--- config.mk ---
export PLATFORM = sky130hd
export DESIGN_NAME = lab3_serial_borrow_sub
export DESIGN_NICKNAME = d
export VERILOG_FILES = /design/src/rtl/lab3_serial_borrow_sub.sv
export SDC_FILE = /design/constraint.sdc
export NUM_CORES = 1
export LEC_CHECK = 0
export ABC_AREA = 1
export CORE_MARGIN = 4
export CORE_UTILIZATION = 34
export CTS_CLUSTER_SIZE = 14
export DETAILED_ROUTE_END_ITERATION = 16
export GPL_TIMING_DRIVEN = 1
export SLEW_MARGIN = 20
export SYNTH_ARGS = -nofsm -noshare
export SYNTH_HDL_FRONTEND = slang
export SYNTH_SLANG_ARGS = --single-unit
--- constraint.sdc ---
create_clock -name clk -period 7 [get_ports clk]
set_input_delay 1.4 -clock clk [delete_from_list [all_inputs] [get_ports clk]]
set_output_delay 1.4 -clock clk [all_outputs]
set_load 0.01 [all_outputs]
--- src/rtl/lab3_serial_borrow_sub.sv ---
// Digit-serial subtractor: X - Y - Bin, DIGIT bits per clock with a registered ripple borrow.
// Optional signed-overflow output Ovf is enabled by defining LAB3_SUB_OVERFLOW_EN.
module lab3_serial_borrow_sub #(
    parameter int WIDTH = 16,
    parameter int DIGIT = 4
) (
    input  logic             clk,
    input  logic             rst_n,
    input  logic             in_valid,
    output logic             in_ready,
    input  logic [WIDTH-1:0] X,
    input  logic [WIDTH-1:0] Y,
    input  logic             Bin,
    output logic             out_valid,
    input  logic             out_ready,
    output logic [WIDTH-1:0] Diff,
    output logic             Bout,
    output logic             busy
`ifdef LAB3_SUB_OVERFLOW_EN
    ,
    output logic             Ovf
`endif
);

    localparam int N     = WIDTH / DIGIT;
    localparam int CNT_W = (N > 1) ? $clog2(N) : 1;
    localparam logic [CNT_W-1:0] LAST = CNT_W'(N - 1);

    typedef enum logic [1:0] {IDLE, RUN, DONE} state_t;

    state_t           state_q, state_d;
    logic [WIDTH-1:0] x_q, x_d;
    logic [WIDTH-1:0] y_q, y_d;
    logic [WIDTH-1:0] diff_q, diff_d;
    logic             borrow_q, borrow_d;
    logic             bout_q, bout_d;
    logic [CNT_W-1:0] cnt_q, cnt_d;
    logic             in_ready_q, in_ready_d;
    logic             out_valid_q, out_valid_d;
    logic             busy_q, busy_d;
`ifdef LAB3_SUB_OVERFLOW_EN
    logic             ovf_q, ovf_d;
`endif

    logic [31:0]      base;
    logic [DIGIT-1:0] x_dig;
    logic [DIGIT-1:0] y_dig;
    logic [DIGIT:0]   dig_res;

    always_comb begin
        base    = 32'(cnt_q) * DIGIT;
        x_dig   = x_q[base +: DIGIT];
        y_dig   = y_q[base +: DIGIT];
        // The extra top bit of the widened difference is the digit's borrow-out
        dig_res = {1'b0, x_dig} - {1'b0, y_dig} - {{DIGIT{1'b0}}, borrow_q};

        state_d     = state_q;
        x_d         = x_q;
        y_d         = y_q;
        diff_d      = diff_q;
        borrow_d    = borrow_q;
        bout_d      = bout_q;
        cnt_d       = cnt_q;
        in_ready_d  = in_ready_q;
        out_valid_d = out_valid_q;
        busy_d      = busy_q;
`ifdef LAB3_SUB_OVERFLOW_EN
        ovf_d       = ovf_q;
`endif

        case (state_q)
            IDLE: begin
                if (in_valid) begin
                    x_d        = X;
                    y_d        = Y;
                    borrow_d   = Bin;
                    cnt_d      = '0;
                    state_d    = RUN;
                    in_ready_d = 1'b0;
                    busy_d     = 1'b1;
                end
            end
            RUN: begin
                diff_d[base +: DIGIT] = dig_res[DIGIT-1:0];
                borrow_d = dig_res[DIGIT];
                cnt_d    = cnt_q + 1'b1;
                if (cnt_q == LAST) begin
                    state_d     = DONE;
                    bout_d      = dig_res[DIGIT];
                    busy_d      = 1'b0;
                    out_valid_d = 1'b1;
`ifdef LAB3_SUB_OVERFLOW_EN
                    ovf_d = (x_q[WIDTH-1] != y_q[WIDTH-1]) &&
                            (diff_d[WIDTH-1] != x_q[WIDTH-1]);
`endif
                end
            end
            DONE: begin
                if (out_ready) begin
                    state_d     = IDLE;
                    out_valid_d = 1'b0;
                    in_ready_d  = 1'b1;
                end
            end
            default: begin
                state_d     = IDLE;
                in_ready_d  = 1'b1;
                out_valid_d = 1'b0;
                busy_d      = 1'b0;
            end
        endcase
    end

    always_ff @(posedge clk or negedge rst_n) begin
        if (!rst_n) begin
            state_q     <= IDLE;
            x_q         <= '0;
            y_q         <= '0;
            diff_q      <= '0;
            borrow_q    <= 1'b0;
            bout_q      <= 1'b0;
            cnt_q       <= '0;
            in_ready_q  <= 1'b1;
            out_valid_q <= 1'b0;
            busy_q      <= 1'b0;
`ifdef LAB3_SUB_OVERFLOW_EN
            ovf_q       <= 1'b0;
`endif
        end else begin
            state_q     <= state_d;
            x_q         <= x_d;
            y_q         <= y_d;
            diff_q      <= diff_d;
            borrow_q    <= borrow_d;
            bout_q      <= bout_d;
            cnt_q       <= cnt_d;
            in_ready_q  <= in_ready_d;
            out_valid_q <= out_valid_d;
            busy_q      <= busy_d;
`ifdef LAB3_SUB_OVERFLOW_EN
            ovf_q       <= ovf_d;
`endif
        end
    end

    assign in_ready  = in_ready_q;
    assign out_valid = out_valid_q;
    assign busy      = busy_q;
    assign Diff      = diff_q;
    assign Bout      = bout_q;
`ifdef LAB3_SUB_OVERFLOW_EN
    assign Ovf       = ovf_q;
`endif

endmodule
* Word level (Yosys, flattened, before mapping)
Index checks and enable logic that the tools add are counted.
** Cells by class
- Add/sub/neg operators :: 4
- Eq/ne operators :: 6
- Shift operators :: 4
- Mux-type cells :: 18
- Bitwise operators :: 3
- Reductions and logical operators :: 9
** Operators by type and width (number)
- negator 4 -> 34 bit :: 1
- variable shift 4 x 34 -> 16 bit, first input constant :: 1
- indexed part select 4 x 34 -> 16 bit :: 1
- indexed part select 16 x 5 -> 4 bit :: 2
- bitwise mux 16 bit :: 1
- AND reduction 3 bit :: 4
- one-hot mux 1 bit (3 select lines) :: 3
- two-way mux 2 bit :: 4
- two-way mux 1 bit :: 7
- != test 2 bit, second input constant :: 3
- one-hot mux 2 bit (3 select lines) :: 1
- AND reduction 2 bit :: 3
- subtractor 4 x 4 -> 5 bit :: 1
- subtractor 5 x 1 -> 5 bit :: 1
- equality test 2 bit, second input constant :: 2
- one-hot mux 2 bit (2 select lines) :: 1
- inverter 1 bit :: 3
- adder 2 x 1 -> 2 bit, second input constant :: 1
- equality test 2 x 1 -> 1 bit, second input constant :: 1
- zero test 2 bit :: 1
- one-hot mux 1 bit (2 select lines) :: 1
- nonzero test 2 bit :: 1
** Storage, ports and cells
- Register bits :: 57
- Output and inout port bits :: 20
- Logic and storage cells :: 54

* Depth between registers and ports, before layout
- Depth after elaboration :: 5
- Gate-level depth with buffers :: 14
- Gate-level depth less buffers :: 12

* Worst setup path after synthesis
No wires, ideal clock.
- Kind :: reg-to-reg
- From :: register cnt_q[0]
- To :: register borrow_q
- Library setup time :: 0.127 ns
- Arrival :: 2.381 ns
- Slack :: 4.492 ns
- Cell stages (with the launch flop) :: 13
- Path buffers :: 2
- Cell sequence :: dfrtp_1 > buf_6 > inv_4 > buf_2 > nand2_1 > a32o_1 > fa_1 > fa_1 > a21oi_1 > nor2_1 > xor2_1 > nor2_1 > o21ai_0
** Between the ends
- Cells in the longest elaborated chain, start to end :: 4
** RTL lines
- start, declared :: line 37 : logic [CNT_W-1:0] cnt_q, cnt_d;
- start signal, assigned :: line 136 : cnt_q <= cnt_d;
- indexed part select 16 x 5 -> 4 bit (on tied branches) :: line 52, 53
- subtractor 4 x 4 -> 5 bit * :: line 55 : dig_res = {1'b0, x_dig} - {1'b0, y_dig} - {{DIGIT{1'b0}}, borrow_q};
- subtractor 5 x 1 -> 5 bit * :: line 55
- one-hot mux 1 bit (2 select lines) * :: line 71 : case (state_q)
- end signal, assigned :: line 134 : borrow_q <= borrow_d;
- end, declared :: line 35 : logic borrow_q, borrow_d;
Every way passes the cells marked *; elsewhere a longest branch is shown, timed or not.
A chain may end at the register's enable or synchronous reset.

* Worst setup path in the final report
Same ends and word-level chain as after synthesis.

==> qor.csv <==
metric,value,unit
status,completed,
gp_congestion,0.759,
rows,32,
crit_path_end,borrow_q,
crit_required,7.25,ns
setup.worst_path.class,flop to flop,
p_per_area,490,nW/µm²
layout_min_cycle_time,3.14,ns
use_met3,3.95,%
cts_tree,yes,
clkLatencyLatePin,0.33,ns
dp_hpwl,4260,µm
cts-root-buf,clkbuf_8,
yosysUniqueCellTypes,28,
cts_buffer_depth,2,
drt_iter0_markers,64,
finalHoldViolations,0,
global_route.usage.met1,16.4,%
max-cap-violations,0,
numCtsBuffers,9,
worstHoldPathType,flop to flop,
r2r_start,cnt_q[0],
drc,0,
via_per_inst,4.58,
clkTransAtPathRegs,0.06,ns
fmax,0.319,GHz
synth-seq-cells,57,
setup-tns-final,0,ns
slew_headroom,37.5,%
vias,2242,
reg2reg_slack,3.86,ns
seq_area_frac_synth,52.5,%
grt.total_usage,13.0,%
ios,57,
tightest_slew,0.938,ns
critical_path.reg2reg.endpoint,borrow_q,
cts_max_level,3,
crit_chain,"inv_4, o21ai_0, o22ai_1, fa_1, fa_1, a21oi_1, nor2_1, xor2_1, nor2_1, o21ai_0",
skew,0.00836,ns
post_dp_cell_area,3350,µm²
n_antenna_cell,0,
postSynthCellCount,326,
fillers,796,
rsz0062_at_grt,no,
fp.dieH,97.4,µm
grt_pass1_wl,9940,µm
slowest_stage,dfrtp_1,
yosysWarnings,0,
die_area,9490,µm²
antenna_found_initial,0,
grt.met2_usage,20.7,%
cts_resized,0,
drt-total-wl,5900,µm
grt_overflow,0,
grt_max_degree,58,
crit_start,cnt_q[0],
portBuffers,56,
finalCritPeriodShare,44.8,%
worst_ep_arrival_time,3.39,ns
drtPass1Iterations,4,
slowest_delay,0.96,ns
cts.sinks,57,
num-nets-final,432,
cp-end-kind,flop,
vdd_drop_max,0.201,mV
antenna_left,0,
grt_busiest_layer,met2,
leakage,1.76,nW
grt_pass1_vias,2169,
rr_worst_depth,10,
syn_to_final_growth,30.5,%
wl_per_cell,12.0,µm
initial_utilization,35.0,%
drv_slew,0,
whs,0.479,ns
die_w,97.4,µm
setup_slack,3.86,ns
hold_buffers,0,
drive_above_1_share,6.44,%
synth.avg_cell_area,8.34,µm²
syn_area,2720,µm²
coreArea,7770,µm²
setup_violations,0,
final_area,3550,µm²
syn_nets,375,
dp_slack,3.61,ns
start_kind,flop,
cp_max_fo,29,
post_cts.repair.setup_buffers,0,
-- state kept, by name, summed over array words and instances (netlist names) --
name,cells
borrow_q,1
busy,1
in_ready,1
Diff,16
Bout,1
out_valid,1
y_q,16
state_q,2
x_q,16
cnt_q,2
-- power by group --
group	total, mW	switching, mW	internal [mW]
clock network	0.303	0.120	0.183
registers	0.577	0.108	0.470
logic	0.859	0.516	0.343
total	1.74	0.744	0.996
-- cell families after synthesis --
family | after synthesis | synth area share [%]
AND/OR/NAND/NOR | 181 | 26.6
flip-flops | 57 | 52.5
adder cells (fa/ha/maj) | 12 | 6.07
buffers and inverters | 33 | 5.34
AO/OA/AOI/OAI | 41 | 8.79
XOR/XNOR | 2 | 0.644
-- stage by stage --
step                      util [%]  std cells  power [mW]
final                         45.7        490        1.74
after global routing          45.7        490        1.91
after CTS                     45.7        490        1.77
after detailed placement      43.1        474        1.46
after global placement        43.1        474        1.44
after floorplan                  -        326        1.18
-- cell usage after synthesis --
cell type    n  share of area (%)
inv_4        1               0.23
inv_2        1               0.14
buf_6        1               0.41
nand3_1      6                1.1
dfrtp_1     56                 52
ha_1        10                4.6
nor2_1      17                2.3
nor3_1       3               0.55
dfstp_2      1               0.97
nand2_4      1               0.41
inv_1       20                2.8
buf_2        9                1.7
nor3_2       1               0.37
a22o_1       3               0.97
a32o_1       3                1.1
nor2_2       1               0.23
a21oi_1      6                1.1
fa_1         2                1.5
nand4_1      2               0.46
nand2_2      2               0.46
xor2_1       2               0.64
o22ai_1      3               0.69
o21ai_0     20                3.7
a32oi_1      1               0.32
nand2_1    147                 20
clkbuf_1     1               0.14
o21ai_1      5               0.92
nor2_4       1               0.41
-- layout make-up --
cell class	count	area (µm²)	share of cell area [%]
clock buffers	13	159	4.48
clock inverters	3	40.0	1.13
flip-flops and latches	57	1430	40.2
multi-input cells	236	1150	32.3
inverters	22	85.1	2.40
well taps	102	128	3.60
repair buffers	57	563	15.9
-- how the worst min path moves through the flow --
stage | start | end | slack [ns] | cells after the start
after floorplan | y_q[10] | y_q[10] | 0.44 | 2
after global placement | y_q[11] | y_q[11] | 0.46 | 2
after detailed placement | y_q[8] | y_q[8] | 0.46 | 2
after CTS | y_q[8] | y_q[8] | 0.48 | 2
after global routing | y_q[13] | y_q[13] | 0.49 | 2
final | x_q[0] | x_q[0] | 0.48 | 2
-- layout by cell type, fill, tap and decap left out, drive strengths merged --
cell type and count:
nand4 2, nand3 6, a21oi 6, bufinv 1, ha 10, xor2 2, o22ai 3, a22o 3
clkdlybuf4s50 55, clkbuf 13, a32o 3, nand2 150, buf 2, clkinv 2, nor3 4, fa 2
a32oi 1, dfstp 1, o21ai 25, inv 22, nor2 19, dfrtp 56
-- critical path, delay by kind of cell, from the launching register on --
kind / cells / cell delay [ns]
buf+inv: 1 / 0.23
simple gates: 2 / 0.12
xor+xnor: 1 / 0.20
fa+ha+maj: 2 / 0.90
flops: 1 / 0.96
compound gates: 4 / 0.65
-- metal layers --
| metal | part of all wire [%] | wire length (µm) |
|---|---|---|
| met4 | 1.4 | 85 |
| met1 | 45 | 2680 |
| met2 | 48 | 2810 |
| met5 | 0 | 0 |
| met3 | 5.6 | 331 |
Power figures use the tool's default switching activity.
